<file path="src/rtl/sample_loader_pkg.sv">
// sample_loader_pkg: shared sizes, FSM state encodings and types for the
// sample loader. Optional feature macro: SAMPLE_LOADER_LABEL_EN (one extra
// class-label word per sample).
package sample_loader_pkg;

  localparam int DW = 16;  // data word width
  localparam int N  = 40;  // words per sample
  localparam int BM = 6;   // address width, ceil(log2(N))

`ifdef SAMPLE_LOADER_LABEL_EN
  localparam int FILL_WORDS = N + 1;  // sample words plus trailing label word
`else
  localparam int FILL_WORDS = N;
`endif

  typedef logic [DW-1:0] word_t;
  typedef logic [BM-1:0] addr_t;

  localparam logic [1:0] ST_FILL = 2'd0;
  localparam logic [1:0] ST_FULL = 2'd1;
  localparam logic [1:0] ST_PUSH = 2'd2;

  localparam addr_t LAST_FILL = addr_t'(FILL_WORDS - 1);
  localparam addr_t LAST_PUSH = addr_t'(N - 1);

  // Counters only ever wrap from their last index back to zero.
  function automatic addr_t cnt_next(input addr_t cnt, input addr_t last);
    return (cnt == last) ? '0 : cnt + addr_t'(1);
  endfunction

endpackage

</file>
<file path="src/rtl/sample_loader_if.sv">
// sample_loader_if: host-side valid/ready word stream feeding the loader.
interface sample_loader_if;
  import sample_loader_pkg::*;

  word_t s_data;
  logic  s_valid;
  logic  s_ready;

  modport master (output s_data, output s_valid, input  s_ready);
  modport slave  (input  s_data, input  s_valid, output s_ready);

endinterface

</file>
<file path="src/rtl/sample_loader_stage_buf.sv">
// sample_loader_stage_buf: N x DW staging register file. One synchronous
// write port used while filling, one asynchronous read port used while
// bursting into the input memory. Contents are not reset.
module sample_loader_stage_buf
  import sample_loader_pkg::*;
(
  input  logic  clk,
  input  logic  wr_en,
  input  addr_t wr_addr,
  input  word_t wr_data,
  input  addr_t rd_addr,
  output word_t rd_data
);

  word_t mem [N];

  // capture host words; stale contents are harmless since every word is rewritten before use
  always_ff @(posedge clk) begin
    if (wr_en) begin
      mem[wr_addr] <= wr_data;
    end
  end

  assign rd_data = mem[rd_addr];

endmodule

</file>
<file path="src/rtl/sample_loader.sv">
// sample_loader: accepts one sample from the host stream into a staging
// buffer, then bursts it into the input memory one word per cycle when the
// engine raises request_in. Optional feature macro: SAMPLE_LOADER_LABEL_EN
// adds a trailing label word per sample and the label_out/label_valid ports.
//
// state | meaning
// FILL  | accepting host words into the staging buffer
// FULL  | sample complete, waiting for an engine request
// PUSH  | streaming the staged sample into the input memory
module sample_loader
  import sample_loader_pkg::*;
(
  input  logic           clk,
  input  logic           rst,
  sample_loader_if.slave host,
  input  logic           request_in,
  output addr_t          wr_addr,
  output word_t          wr_data,
  output logic           wren_IN,
  output logic           load_done,
  output logic           underrun
`ifdef SAMPLE_LOADER_LABEL_EN
  ,
  output word_t          label_out,
  output logic           label_valid
`endif
);

  logic [1:0] state;
  addr_t      fill_cnt;
  addr_t      push_cnt;
  logic       req_q;
  logic       req_pend;
  logic       req_edge;
  logic       accept;
  logic       buf_wr_en;
  logic       push_last;
  word_t      rd_data;

  assign req_edge  = request_in && !req_q;
  assign host.s_ready = (state == ST_FILL) && !rst;
  assign accept    = host.s_valid && host.s_ready;
  // the label word (index N) never lands in the staging buffer
  assign buf_wr_en = accept && (fill_cnt <= LAST_PUSH);
  assign push_last = (state == ST_PUSH) && (push_cnt == LAST_PUSH);

  sample_loader_stage_buf u_stage_buf (
    .clk     (clk),
    .wr_en   (buf_wr_en),
    .wr_addr (fill_cnt),
    .wr_data (host.s_data),
    .rd_addr (push_cnt),
    .rd_data (rd_data)
  );

  // request edge detection, pending flag and sticky underrun
  always_ff @(posedge clk) begin
    if (rst) begin
      req_q    <= 1'b0;
      req_pend <= 1'b0;
      underrun <= 1'b0;
    end else begin
      req_q <= request_in;
      if (req_edge && req_pend) begin
        underrun <= 1'b1;
      end
      // an edge arriving on the launch cycle is consumed by that launch
      if (state == ST_FULL && (req_pend || req_edge)) begin
        req_pend <= 1'b0;
      end else if (req_edge) begin
        req_pend <= 1'b1;
      end
    end
  end

  // sequencing FSM with fill and push counters
  always_ff @(posedge clk) begin
    if (rst) begin
      state    <= ST_FILL;
      fill_cnt <= '0;
      push_cnt <= '0;
    end else begin
      case (state)
        ST_FILL: begin
          if (accept) begin
            fill_cnt <= cnt_next(fill_cnt, LAST_FILL);
            if (fill_cnt == LAST_FILL) begin
              state <= ST_FULL;
            end
          end
        end
        ST_FULL: begin
          if (req_pend || req_edge) begin
            state    <= ST_PUSH;
            push_cnt <= '0;
          end
        end
        ST_PUSH: begin
          push_cnt <= cnt_next(push_cnt, LAST_PUSH);
          if (push_cnt == LAST_PUSH) begin
            state <= ST_FILL;
          end
        end
        default: begin
          state <= ST_FILL;
        end
      endcase
    end
  end

  // registered input-memory write port; address and data hold between bursts
  always_ff @(posedge clk) begin
    if (rst) begin
      wren_IN   <= 1'b0;
      wr_addr   <= '0;
      wr_data   <= '0;
      load_done <= 1'b0;
    end else begin
      wren_IN   <= (state == ST_PUSH);
      load_done <= push_last;
      if (state == ST_PUSH) begin
        wr_addr <= push_cnt;
        wr_data <= rd_data;
      end
    end
  end

`ifdef SAMPLE_LOADER_LABEL_EN
  word_t label_stage;

  // hold the trailing label word and publish it alongside the last write
  always_ff @(posedge clk) begin
    if (rst) begin
      label_stage <= '0;
      label_out   <= '0;
      label_valid <= 1'b0;
    end else begin
      label_valid <= push_last;
      if (accept && fill_cnt == addr_t'(N)) begin
        label_stage <= host.s_data;
      end
      if (push_last) begin
        label_out <= label_stage;
      end
    end
  end
`endif

endmodule
</file>
<file path="src/flat_wrapper.sv">
// flat-port wrapper written by rule: the top's interface ports become plain ports
module sample_loader_flat import sample_loader_pkg::*;
  (clk, rst, request_in, wr_addr, wr_data, wren_IN, load_done, underrun, host_s_data, host_s_valid, host_s_ready);
  sample_loader_if host_i ();
  input  logic clk;
  input  logic rst;
  input  logic request_in;
  output addr_t wr_addr;
  output word_t wr_data;
  output logic wren_IN;
  output logic load_done;
  output logic underrun;
  input wire logic [$bits(host_i.s_data)-1:0] host_s_data;
  input wire logic [$bits(host_i.s_valid)-1:0] host_s_valid;
  output wire logic [$bits(host_i.s_ready)-1:0] host_s_ready;
  assign host_i.s_data = host_s_data;
  assign host_i.s_valid = host_s_valid;
  assign host_s_ready = host_i.s_ready;
  sample_loader u_core (.clk(clk), .rst(rst), .host(host_i), .request_in(request_in), .wr_addr(wr_addr), .wr_data(wr_data), .wren_IN(wren_IN), .load_done(load_done), .underrun(underrun));
endmodule
</file>
<file path="config.mk">
export PLATFORM = sky130hd
export DESIGN_NAME = sample_loader_flat
export DESIGN_NICKNAME = d
export VERILOG_FILES = /design/src/rtl/sample_loader_pkg.sv /design/src/rtl/sample_loader_if.sv /design/src/rtl/sample_loader_stage_buf.sv /design/src/rtl/sample_loader.sv /design/src/flat_wrapper.sv
export SDC_FILE = /design/constraint.sdc
export NUM_CORES = 1
export LEC_CHECK = 0
export CAP_MARGIN = 15
export CORE_MARGIN = 3
export CORE_UTILIZATION = 55
export CTS_CLUSTER_DIAMETER = 200
export DETAILED_ROUTE_END_ITERATION = 8
export GPL_ROUTABILITY_DRIVEN = 0
export PLACE_DENSITY = 0.72
export SYNTH_ARGS = -nofsm -noshare
export SYNTH_HDL_FRONTEND = slang
export SYNTH_SLANG_ARGS = --single-unit
</file>
<file path="constraint.sdc">
create_clock -name clk -period 6.4 [get_ports clk]
set_input_delay 1.92 -clock clk [delete_from_list [all_inputs] [get_ports clk]]
set_output_delay 1.92 -clock clk [all_outputs]
set_load 0.05 [all_outputs]
</file>
Yosys cells after proc, flatten, opt, wreduce, memory -nomap -nowiden
Memories as Yosys holds them, arrays and structs flattened. A register that Yosys moved wholly into a read port is not among the register bits.
Cells that the tools add are included.
Storage, ports and cells
  bits in registers: 25
  bits in writable memories: 640
  memories kept: 1
Cells by class
  $add $sub $neg: 2
  magnitude comparators: 1
  equality and inequality tests: 8
  muxes and demuxes: 11
  reductions and logical operators: 16
Memories
  u_core.u_stage_buf.mem: words 40, bits a word 16, rd ports 1, clocked after memory_dff 1, write ports 1, RTL line sample_loader_stage_buf.sv:15  | word_t mem [N];
Operators by type and width (number)
  2-to-1 mux 6 bit: 3
  adder 6 x 1 -> 6 bit (second input constant): 2
  equality test 6 bit (second input constant): 2
  one-hot mux 6 bit (2 select lines): 1
  2-to-1 mux 2 bit: 4
  logical AND 1 bit: 7
  less-or-equal comparator 6 bit (second input constant): 1
  one-hot mux 2 bit (3 select lines): 1
  inequality test 2 x 1 -> 1 bit (second input constant): 2
  inequality test 2 bit (second input constant): 2
  AND reduction 2 bit: 2
  AND reduction 4 bit: 1
  equality test 2 x 1 -> 1 bit (second input constant): 1
  equality test 2 bit (second input constant): 1
  zero test 1 bit: 2
  zero test 2 bit: 1
  2-to-1 mux 1 bit: 2
  nonzero test 2 bit: 1
  OR reduction 2 bit: 1
  logical OR 1 bit: 1

Depth between registers and ports, before layout
  depth in word-level cells: 6
  depth in mapped cells: 8
  depth with buffers taken out: 6

By module
Synthesis repeated with hierarchy kept, for this count alone.
Second synthesis, totals
  cell total of the unflattened synthesis: 1482
  area total of the unflattened synthesis: 26928.3 sq um
Modules (own cells, without submodules)
  sample_loader_stage_buf: times used 1, cells an instance 1302, area an instance 25314.3 sq um, seq. area each 19218.4 sq um
  sample_loader: times used 1, cells an instance 180, area an instance 1614.0 sq um, seq. area each 820.8 sq um

Worst setup path after synthesis
Ideal clock, no wire load.
  kind: input port to output port
  start point: in rst
  end point: out host_s_ready
  arrival time: 3346 ps
  data required time: 4480 ps
  slack: 1134 ps
  stages: 3
  path through: clkbuf_1 > clkbuf_1 > nor3_1
On the way
  word-level cells in the longest chain between the ends: 2
RTL lines
  from (decl): RTL line flat_wrapper.sv:6  | input logic rst;
  zero test 1 bit: RTL line sample_loader.sv:41  | assign host.s_ready = (state == ST_FILL) && !rst;
  logical AND 1 bit: RTL line sample_loader.sv:41
  to (decl): RTL line flat_wrapper.sv:15  | output wire logic [$bits(host_i.s_ready)-1:0] host_s_ready;
Every way passes these cells.

Final worst setup path
Same ends and word-level chain as after synthesis.

==> flow_summary.json <==
{
  "slew-limit-headroom_pct": 21.0,
  "cts_buffers": 67,
  "cts-root-buf": "clkbuf_16",
  "ios": 46,
  "core-area_um2": 47100,
  "synth.avg_cell_area_um2": 19.2,
  "post-cts-setup-buffer-count": 0,
  "skew_ns": 0.0146,
  "grt_usage_pct": 24.8,
  "synth.distinct_cells": 51,
  "cts_hold_buf": 0,
  "drt_iter0_drc": 1826,
  "max_cap_violations": 0,
  "r2r_start": "u_core.push_cnt[1]",
  "yosys.area.top_type": "edfxtp_1",
  "cts_sinks": 681,
  "num_vias": 13700,
  "hold_class": "reg2reg",
  "grt_overflow": 0,
  "cts_tree": "built",
  "arrival_ns": 3.07,
  "worstSkewPairLatency_ns": 0.58,
  "antenna_cells": 0,
  "final_nets": 1504,
  "cellLeakagePower_uw": 0.00917,
  "wl_per_cell_um": 28.9,
  "r2r-end": "u_core.wr_data[7]",
  "cp_slowest_cell": "clkdlybuf4s50_1",
  "synth_edf_count": 640,
  "h-tree-depth": 3,
  "synth_nets": 1407,
  "critPathRequiredTime_ns": 4.48,
  "async_flop_share_pct": 0,
  "clkTransAtPathRegs_ns": 0.06,
  "grt_pass1_vias": 13600,
  "ys.flop_type": "edfxtp_1",
  "remaining_drc_errors": 0,
  "first_pass_iters": 5,
  "hpwlAfterDp_um": 36600,
  "final_cell_mix": "640 x edfxtp_1, 194 x mux2i_1, 75 x clkbuf_16",
  "hp-start": "u_core.wr_addr[1]",
  "wirelength_um": 61800,
  "worst_pin_slew_ns": 1.19,
  "max_clock_freq_mhz": 201,
  "netlist_area_um2": 26500,
  "setup_tns_ns": 0,
  "grt_pass1_wl_um": 90400,
  "clk_path_buf_depth": 3,
  "final_cells": 2139,
  "ys_ff_latch": 681,
  "path_cells": "clkdlybuf4s50_1, buf_4, nor3_1, buf_4",
  "path_common_cell": "buf_4",
  "r2r_cells": 6,
  "period_share_pct": 77.9,
  "grt_setup_unrepaired": "false",
  "power.density_nw_per_um2": 298,
  "end_kind": "output port",
  "synth_top_area_share_pct": 72.4,
  "finalCriticalPeriod_ns": 4.99,
  "holdPathEnd": "u_core.wr_addr[1]",
  "grt_max_degree": 53,
  "fp.dieH_um": 226,
  "initial_core_util_pct": 56.3,
  "final_common_cell": "edfxtp_1",
  "hold_depth": 2,
  "numPortBuffers": 45,
  "hold_ws_ns": 0.466,
  "drive_gt1_share_pct": 17.8,
  "start_kind": "input port",
  "rrSetupSlack_ns": 3.20,
  "detail-route-antenna-nets": 0,
  "setup_violations": 0,
  "max_stage_delay_ns": 0.39,
  "area_delta_synth_final_pct": 13.0,
  "num_rows": 79,
  "cp_num_buf_inv": 3,
  "crit_type": "in2out",
  "antenna_found_initial": 0,
  "dp.cells": 2019,
  "post_cts_resized": 0,
  "ir_drop_v": 0.000242,
  "syn_inst": 1385,
  "die_w_um": 226,
  "synthTopCellsByArea": "edfxtp_1 72%, mux2i_1 7.3%, mux4_2 6.2%, dfxtp_1 3.1%, a22o_1 0.86%",
  "seq_area_frac_synth_pct": 75.5,
  "cp_max_fo": 30,
  "ys.warnings.count": 0,
  "drt-vias-per-instance": 6.40,
  "die_area_um2": 50900,
  "crit_family": "buffers and inverters",
  "status": "completed",
  "finalHoldViolCount": 0,
  "slew_violations": 0
}
[through the flow]
step           instance area [um^2]  utilization (%)  worst slack (ns)  total power, uW
3_5_place_dp                  27800             58.9              1.49             5130
2_1_floorplan                 26500                -              1.13             5010
6_report                      30000             63.6              1.41             8940
3_3_place_gp                  27800             58.9              1.51             5120
5_1_grt                       30000             63.6              1.37             9170
4_1_cts                       30000             63.6              1.43             8990
[synth_stat cells (4+ instances only)]
cell type,number
a221oi_1,18
buf_2,20
a2bb2oi_1,13
nand2b_1,5
nor3_1,4
o21ai_0,6
a211oi_1,14
o22ai_1,19
nor2_1,57
or3_1,5
a21oi_1,31
a22oi_1,27
a22o_1,26
nor2b_1,22
dfxtp_1,41
edfxtp_1,640
buf_4,14
a221oi_2,8
nand2_1,26
buf_6,15
mux2i_1,194
mux4_2,73
nand3_1,7
buf_1,4
clkbuf_1,31
o41ai_2,10
[worst min-delay path, delay by kind of cell, from the launching register on]
family | cells | cell delay [ns]
flops | 1 | 0.31
simple gates | 1 | 0.05
compound gates | 1 | 0.06
[metal layers]
layer | track usage, % | wire length (um)
met1 | 35.2 | 24300
met2 | 39.8 | 30200
met3 | 3.96 | 5320
met4 | 8.53 | 1990
met5 | 0 | 0
[worst max path at each step]
| stage | startpoint | endpoint | slack, ns | cells after the start |
|---|---|---|---|---|
| 2_1_floorplan | rst | host_s_ready | 1.13 | 3 |
| 3_5_place_dp | rst | host_s_ready | 1.49 | 4 |
| 3_3_place_gp | rst | host_s_ready | 1.51 | 4 |
| 4_1_cts | rst | host_s_ready | 1.43 | 4 |
| 6_report | rst | host_s_ready | 1.41 | 4 |
| 5_1_grt | rst | host_s_ready | 1.37 | 4 |
[final cells by class]
cell class,instances,area (um^2)
clock buffer,101,2050
tap,607,759
fill,3097,17200
sequential,681,20100
multi-input combinational,616,5990
inverter,2,7.51
timing repair buffer,114,978
clock inverter,18,156
[registers in the layout (all words and copies together), names as in the netlist]
name                    cells
u_core.u_stage_buf.mem    640
u_core.wr_data             16
u_core.fill_cnt             6
u_core.push_cnt             6
u_core.wr_addr              6
u_core.state                2
u_core.load_done            1
u_core.req_pend             1
u_core.req_q                1
u_core.underrun             1
u_core.wren_IN              1
[cells by family (layout without fill, tap and decap cells)]
family / count (synthesis) / count (layout) / synth area share [%]
XOR/XNOR: 5 / 5 / 0.165
buffers and inverters: 88 / 235 / 2.05
flip-flops: 681 / 681 / 75.5
multiplexers: 270 / 270 / 13.6
adder cells (fa/ha/maj): 2 / 2 / 0.0943
AO/OA/AOI/OAI: 194 / 194 / 5.92
AND/OR/NAND/NOR: 145 / 145 / 2.64
[where the power goes]
part | internal (uW) | leakage, uW | switching [uW]
registers | 4880 | 0.00609 | 5.27
logic | 32.8 | 0.00199 | 118
clock network | 2340 | 0.00109 | 1570
total | 7250 | 0.00917 | 1690
(Power assumes the default switching activity.)
